<file path="src/rtl/neuron_mac_engine.sv">
// neuron_mac_engine: fetches N image/weight pairs over two Avalon-MM read masters and multiply-accumulates them
module neuron_mac_engine #(
    parameter logic [31:0] WEI_OFFSET = 32'h0001_0000,
    parameter int          DATA_W     = 16
) (
    input  logic        clk,
    input  logic        reset,
    input  logic        start,
    input  logic        clear,
    input  logic [7:0]  kernel_size,
    input  logic [31:0] base_addr,
    output logic        done,
    output logic [31:0] out_neuron,
    output logic [31:0] addr_img,
    output logic [31:0] addr_wei,
    output logic        img_read,
    output logic        img_write,
    output logic [31:0] img_address,
    output logic [31:0] img_writedata,
    input  logic [31:0] img_readdata,
    input  logic        img_waitrequest,
    output logic        wei_read,
    output logic        wei_write,
    output logic [31:0] wei_address,
    output logic [31:0] wei_writedata,
    input  logic [31:0] wei_readdata,
    input  logic        wei_waitrequest
);
    typedef enum logic [1:0] {IDLE, FETCH, MAC, DONE} state_t;
    state_t state, state_nxt;
    logic start_q, img_got, wei_got, idle_like, wipe, launch, img_ok, wei_ok, last;
    logic [7:0] n_q, idx;
    logic [31:0] acc, acc_nxt;
    logic [DATA_W-1:0] img_data, wei_data;
    logic signed [2*DATA_W-1:0] prod;
    logic unused_bits;
    assign idle_like = state == IDLE || state == DONE;
    assign wipe = idle_like && clear;
    assign launch = idle_like && !clear && start && !start_q;
    assign img_ok = img_got || (img_read && !img_waitrequest);
    assign wei_ok = wei_got || (wei_read && !wei_waitrequest);
    assign last = {1'b0, idx} + 9'd1 == {1'b0, n_q};
    assign prod = $signed(img_data) * $signed(wei_data);
    assign acc_nxt = acc + 32'(prod);
    assign addr_img = img_address;
    assign addr_wei = wei_address;
    assign img_write = 1'b0;
    assign wei_write = 1'b0;
    assign img_writedata = '0;
    assign wei_writedata = '0;
    assign unused_bits = ^{img_readdata[31:DATA_W], wei_readdata[31:DATA_W]};
    // state register
    always_ff @(posedge clk) begin
        if (reset) state <= IDLE;
        else state <= state_nxt;
    end
    // next state: clear beats a simultaneous start edge; FETCH waits for both masters
    always_comb begin
        state_nxt = state;
        if (wipe) state_nxt = IDLE;
        else if (launch) state_nxt = kernel_size == 8'd0 ? DONE : FETCH;
        else if (state == FETCH) state_nxt = img_ok && wei_ok ? MAC : FETCH;
        else if (state == MAC) state_nxt = last ? DONE : FETCH;
    end
    // datapath: read handshakes, operand capture, accumulation and result publication
    always_ff @(posedge clk) begin
        if (reset) begin
            start_q <= 1'b0;
            done <= 1'b0;
            out_neuron <= '0;
            acc <= '0;
            idx <= '0;
            n_q <= '0;
            img_read <= 1'b0;
            wei_read <= 1'b0;
            img_got <= 1'b0;
            wei_got <= 1'b0;
            img_address <= '0;
            wei_address <= '0;
            img_data <= '0;
            wei_data <= '0;
        end else begin
            start_q <= start;
            if (wipe) begin
                acc <= '0;
                out_neuron <= '0;
                done <= 1'b0;
            end else if (launch) begin
                n_q <= kernel_size;
                acc <= '0;
                idx <= '0;
                done <= kernel_size == 8'd0;
                out_neuron <= kernel_size == 8'd0 ? 32'd0 : out_neuron;
                img_address <= base_addr;
                wei_address <= base_addr + WEI_OFFSET;
                img_read <= |kernel_size;
                wei_read <= |kernel_size;
                img_got <= 1'b0;
                wei_got <= 1'b0;
            end else if (state == FETCH) begin
                if (img_read && !img_waitrequest) begin
                    img_data <= img_readdata[DATA_W-1:0];
                    img_read <= 1'b0;
                    img_got <= 1'b1;
                end
                if (wei_read && !wei_waitrequest) begin
                    wei_data <= wei_readdata[DATA_W-1:0];
                    wei_read <= 1'b0;
                    wei_got <= 1'b1;
                end
            end else if (state == MAC) begin
                acc <= acc_nxt;
                idx <= idx + 8'd1;
                img_got <= 1'b0;
                wei_got <= 1'b0;
                if (last) begin
                    out_neuron <= acc_nxt;
                    done <= 1'b1;
                end else begin
                    img_read <= 1'b1;
                    wei_read <= 1'b1;
                    img_address <= img_address + 32'd4;
                    wei_address <= wei_address + 32'd4;
                end
            end
        end
    end
endmodule

</file>
<file path="config.mk">
export PLATFORM = sky130hd
export DESIGN_NAME = neuron_mac_engine
export DESIGN_NICKNAME = d
export VERILOG_FILES = /design/src/rtl/neuron_mac_engine.sv
export SDC_FILE = /design/constraint.sdc
export NUM_CORES = 1
export LEC_CHECK = 0
export BUFFER_PORTS_ARGS = -buffer_cell sky130_fd_sc_hd__buf_4
export CAP_MARGIN = 20
export CORE_MARGIN = 3
export CORE_UTILIZATION = 48
export CTS_BUF_LIST = sky130_fd_sc_hd__clkbuf_16
export DETAILED_ROUTE_END_ITERATION = 8
export PLACE_DENSITY = 0.82
export SLEW_MARGIN = 20
export SYNTH_ARGS = -nofsm -noshare
export SYNTH_HDL_FRONTEND = slang
export SYNTH_SLANG_ARGS = --single-unit
</file>
<file path="constraint.sdc">
create_clock -name clk -period 7.3 [get_ports clk]
set_clock_uncertainty 0.05 [all_clocks]
set_input_delay 1.46 -clock clk [delete_from_list [all_inputs] [get_ports clk]]
set_output_delay 1.46 -clock clk [all_outputs]
set_load 0.005 [all_outputs]
</file>
==> run summary, run 1 <==
RSZ-0062 raised after global routing - false
Antenna viol nets, final - 0
Max_slew headroom - 29.2%
Mapped cell area - 20,400 µm²
Final Total Pwr - 0.00238 W
DP Wirelength - 43,400 µm
Clk_lat worst skew - 0.45 ns
Largest area contributor in the netlist - fa_1
Via density - 5.56
Leak pwr - 10.8 nW
Diodes inserted - 0
Pins Over Slew Limit - 0
Setup TNS - 0 ns
CTS Buf Count - 17
Critical Path End Type - flip-flop
PD cells - 106 nW/µm²
Ys Warns - 0
Final period utilization - 93.7%
Initial antenna violation count - 1
CP Data Arrival Time - 7.14 ns
Commonest non-fill, non-tap cell in the layout - inv_1
Detailed-route via count - 16.8k
Yosys reg bits - 182
Placed cells - 2,983
Distinct cells, synth - 76
Ports - 339
CP cell instances - nand2_1, fa_1, fa_1, fa_1, inv_1, fa_1, fa_1, inv_1, fa_1, inv_1, ha_1, and3_1, o21ai_0, a31oi_1, nor2_1, o21ai_0, a211oi_1, xnor2_1, a22o_1
Highest clock rate - 146 MHz
Bufs on Longest Clock Path - 2
Synth async-reset ratio - 0%
Number of global-route vias before repair - 17.4k
Die area - 45,000 µm²
DRC Markers - 0
Root Buffer - clkbuf_16
Worst slew pin tran - 1.06 ns
Hold Violations, Final - 0
Final setup vio count - 0
Outcome - completed
Max FO, Critical Path - 17
Num rows - 74
Worst setup SP type - flip-flop
CP max stage cell - dfxtp_1
Final Non-Filler Cells - 3,015
Core Area - 41,400 µm²
IO buf count - 240
Area delta synth->final - 9.96%
Mean Syn Cell Area - 8.62 µm²
Final Net Count - 2,976
Ranking of synthesized cells by area - fa_1 (29%), dfxtp_1 (18%), ha_1 (6.4%), inv_1 (6.3%), nand2_1 (6.0%)
Die W - 212 µm
Clock slew at reported path FFs - 0.08 ns
Post-CTS setup buffers - 0
Final hold slack - 0.419 ns
Clock period minus worst slack - 6.84 ns
First DRT Iteration DRCs - 1,283
First-pass DRT Iterations - 6
Resized Gates After CTS - 0
Routed WL per cell - 18.5 µm
Top_reg_cell synth - dfxtp_1
CP dominant cell by count - fa_1
Synth top area share - 28.6%
Syn Inst Count - 2,369
Die Ht - 212 µm
Dpl cell area - 21,900 µm²
Global-route wire length before repair - 90,700 µm
Sequential area share after synthesis - 17.8%
H-tree Lvls - 4
Number of synthesized flops with an enable pin - 0
CTS tree - built
Clock sink count - 182
Peak VDD IR - 0.000135 V
Initial Util - 49.3%
Crit Path Category - flip-flop to flip-flop
Grt ovf - 0
Req. time, crit path - 7.60 ns
Hold crit path type - flip-flop to flip-flop
Layout cells sized above 1 - 13.0%
Total Wirelength - 55,700 µm
Max-cap viol count - 0
GPL Wtd Cong - 0.913
Total GRT Usage - 25.2%
CTS Hold Bufs - 0
Most frequent cells in the layout - inv_1 (343), nand2_1 (325), fa_1 (291)
Largest net degree at the start of global routing - 108
Max incr delay on CP - 0.91 ns
Fin area - 22,500 µm²
through the flow:
stage	worst slack, ns	util (%)
final	0.462	54.3
after global routing	0.228	54.3
after CTS	0.565	54.2
after detailed placement	0.589	52.8
after global placement	0.638	52.8
after floorplan	1.11	-
logic make-up (layout without fill, tap and decap cells):
| group | count (synthesis) | in the layout | synth area share [%] |
|---|---|---|---|
| flip-flops | 182 | 182 | 17.8 |
| AO/OA/AOI/OAI | 388 | 388 | 12.7 |
| AND/OR/NAND/NOR | 731 | 731 | 17.1 |
| adder cells (fa/ha/maj) | 396 | 396 | 35.0 |
| XOR/XNOR | 60 | 60 | 2.57 |
| multiplexers | 28 | 28 | 1.37 |
| other | 1 | 66 | 0.0184 |
| buffers and inverters | 583 | 632 | 13.4 |
routing by layer:
metal / track usage (%) / wire [µm] / vias to the layer above / share of wire [%]
li1: - / - / 7629 / -
met1: 31.9 / 21700 / 8170 / 39
met5: 0 / 13 / - / 0.023
met3: 6.94 / 5400 / 120 / 9.7
met2: 42.0 / 27000 / 854 / 48
met4: 8.47 / 1630 / 2 / 2.9
path summary, 6_finish.rpt:
kind,start,endpoint,slack (ns),cells past startpoint
min,out_neuron[24],out_neuron[24],0.42,1
max,img_data[11],out_neuron[25],0.46,19
max reg2reg,img_data[11],out_neuron[25],0.46,19
min reg2reg,out_neuron[24],out_neuron[24],0.42,1
layout make-up:
cell class | count | area, µm²
fillers | 3545 | 18900
multi-input cells | 1669 | 14300
flip-flops and latches | 182 | 3640
repair buffers | 256 | 1920
inverters | 344 | 1290
well taps | 532 | 666
clock buffers | 17 | 425
clock inverters | 15 | 156
worst max-delay path: cells and delay by family, from the launching register on:
family          cells  cell delay [ns]
flops               1             0.91
simple gates        3             0.53
compound gates      5             1.47
buf+inv             3             0.16
xor+xnor            1             0.17
fa+ha+maj           7             3.45
synth_stat cells, types with 22 or more instances:
cell type and count:
inv_1 342, nand2_1 325, fa_1 292, dfxtp_1 182, buf_4 136, and2_1 128
nor2_1 112, a21oi_1 110, ha_1 104, clkbuf_1 82, o21ai_0 77, nand3_1 51
xnor2_1 38, and3_1 34, mux2i_1 28, a211oi_1 27, a22o_1 25, xor2_1 22
state kept, by name, summed over array words and instances (netlist names):
register	cells
done	1
addr_wei	31
addr_img	31
img_read	1
wei_data	16
wei_read	1
acc	32
state	2
out_neuron	32
n_q	8
idx	8
img_got	1
img_data	16
wei_got	1
start_q	1
power by group:
group	internal [W]	switching [W]
sequential	0.00102	0.0000373
combinational	0.000150	0.000250
clock	0.000457	0.000470
(Power assumes the default switching activity.)
==> inputs of run 2 (changes only) <==
--- a/config.mk
+++ b/config.mk
@@ -7,3 +7,2 @@
 export LEC_CHECK = 0
-export BUFFER_PORTS_ARGS = -buffer_cell sky130_fd_sc_hd__buf_4
 export CAP_MARGIN = 20
@@ -13,3 +12,4 @@
 export DETAILED_ROUTE_END_ITERATION = 8
-export PLACE_DENSITY = 0.82
+export DONT_BUFFER_PORTS = 1
+export PLACE_DENSITY = 0.75
 export SLEW_MARGIN = 20
--- a/constraint.sdc
+++ b/constraint.sdc
@@ -4,2 +4,2 @@
 set_output_delay 1.46 -clock clk [all_outputs]
-set_load 0.005 [all_outputs]
+set_load 0.1 [all_outputs]
==> run 2 against run 1 <==
  * Flip-flop and latch count did not move
  * Combinational power up 11%
  * Sequential power up 19%
  * Cell count is 7.8% lower
  * Die area did not move
  * Total power up 12%
  * Count of clock-buffer cells in the layout stayed put
  * Sequential share of layout area grew 1.7 points
  * Highest routed layer is now met4
  * Register-to-register slack worse by 0.03 ns
==> run summary, run 2 (synthesized netlist as in run 1, its figures left out) <==
Outcome - completed
Initial antenna violation count - 2
Req. time, crit path - 7.59 ns
DP Wirelength - 40,600 µm
CP dominant cell by count - fa_1
Crit Path Category - flip-flop to flip-flop
RSZ-0062 raised after global routing - false
CP delay by family, top - adder cells
FILL cells - 3,724
Leading registers by flop count - acc: 32 flops, out_neuron: 32 flops
Hold Violations, Final - 0
Max incr delay on CP - 0.72 ns
CTS Buf Count - 17
Pins Over Slew Limit - 0
Area delta synth->final - 1.78%
Setup TNS - 0 ns
Hold crit path type - flip-flop to flip-flop
Number of global-route vias before repair - 16.1k
Num rows - 74
Critical Path End Type - flip-flop
Core Area - 41,400 µm²
Final setup vio count - 0
First-pass DRT Iterations - 5
Die Ht - 212 µm
Max_slew headroom - 20.4%
Bufs on Longest Clock Path - 2
Final Net Count - 2,740
Resized Gates After CTS - 0
CTS Hold Bufs - 0
Max FO, Critical Path - 17
Antenna viol nets, final - 0
CP cell instances - nand2_1, inv_1, fa_1, inv_1, fa_1, inv_1, fa_1, fa_1, fa_1, inv_1, fa_1, inv_1, ha_1, a21oi_1, nor2_1, o41ai_1, nand3b_1, o221ai_1, xor2_1, a21oi_1
Global-route wire length before repair - 86,700 µm
Clk_lat worst skew - 0.48 ns
Total GRT Usage - 24.3%
Clock period minus worst slack - 6.87 ns
CTS tree - built
PD cells - 128 nW/µm²
Worst slew pin tran - 1.19 ns
DRC Markers - 0
Total Wirelength - 52,500 µm
Worst setup SP type - flip-flop
Commonest non-fill, non-tap cell in the layout - inv_1
CP Data Arrival Time - 7.15 ns
Routed WL per cell - 18.9 µm
Detailed-route via count - 15.5k
First DRT Iteration DRCs - 1,362
Layout cells sized above 1 - 6.54%
Most frequent cells in the layout - inv_1 (343), nand2_1 (325), fa_1 (292)
Leak pwr - 9.62 nW
Largest net degree at the start of global routing - 115
Grt ovf - 0
Clock sink count - 182
Peak VDD IR - 0.000236 V
Max-cap viol count - 0
CP max stage cell - fa_1
H-tree Lvls - 4
CP bufs+invs - 5
Final core utilization - 50.2%
GPL Wtd Cong - 0.905
Die area - 45,000 µm²
Final period utilization - 94.0%
Highest clock rate - 146 MHz
IO buf count - 0
Die W - 212 µm
Ports - 339
Via density - 5.59
Clock slew at reported path FFs - 0.08 ns
Initial Util - 49.3%
Root Buffer - clkbuf_16
Post-CTS setup buffers - 0
## run 2: cell types whose count changed in the layout (fill, tap and decap cells not counted), sizes merged
cell / delta
buf: -236
inv: -3
bufinv: +2
diode: +2
## run 2: layout make-up
| type | count | area (µm²) | area share (%) |
|---|---|---|---|
| diodes | 2 | 5.00 | 0.0241 |
| clock inverters | 14 | 169 | 0.813 |
| well taps | 532 | 666 | 3.20 |
| repair buffers | 20 | 150 | 0.722 |
| clock buffers | 17 | 425 | 2.05 |
| inverters | 344 | 1290 | 6.21 |
| multi-input cells | 1669 | 14300 | 69.0 |
| flip-flops and latches | 182 | 3730 | 17.9 |
## run 2: worst paths after layout
path	start	cells past startpoint	slack (ns)	to
worst max-delay path	img_data[15]	20	0.43	acc[31]
worst max register to register	img_data[15]	20	0.43	acc[31]
worst min register to register	n_q[5]	2	0.41	n_q[5]
worst min-delay path	n_q[5]	2	0.41	n_q[5]
## run 2: metal layers
layer / up-vias / GRT usage (%) / routed length [µm]
met3: 104 / 7.54 / 5110
met1: 7640 / 31.1 / 21100
met2: 640 / 38.7 / 24700
met4: 0 / 9.36 / 1580
li1: 7162 / - / -
met5: - / 0 / 0
## run 2: power breakdown
group | switching [W] | total [W] | leakage, nW | internal [W]
combinational | 0.000349 | 0.000445 | 7.83 | 0.0000959
sequential | 0.000231 | 0.00125 | 1.50 | 0.00102
clock | 0.000457 | 0.000970 | 0.290 | 0.000513
total | 0.00104 | 0.00266 | 9.62 | 0.00163
## run 2: worst min-delay path: stages (launching register included)
cell and delay, ns:
dfxtp_1 0.32, nand2_1 0.05, a21oi_1 0.05
## run 2: metrics by stage
| stage | power [W] | cells | setup WS, ns | hold WS, ns | cell area [µm²] |
|---|---|---|---|---|---|
| detailed placement | 0.00171 | 2747 | 0.491 | 0.404 | 20200 |
| floorplan | 0.00168 | 2434 | 1.11 | 0.398 | 20700 |
| finish | 0.00266 | 2780 | 0.435 | 0.411 | 20800 |
| CTS | 0.00267 | 2778 | 0.461 | 0.413 | 20800 |
| global placement | 0.00170 | 2747 | 0.618 | 0.407 | 20200 |
| global route | 0.00275 | 2780 | 0.00569 | 0.444 | 20800 |
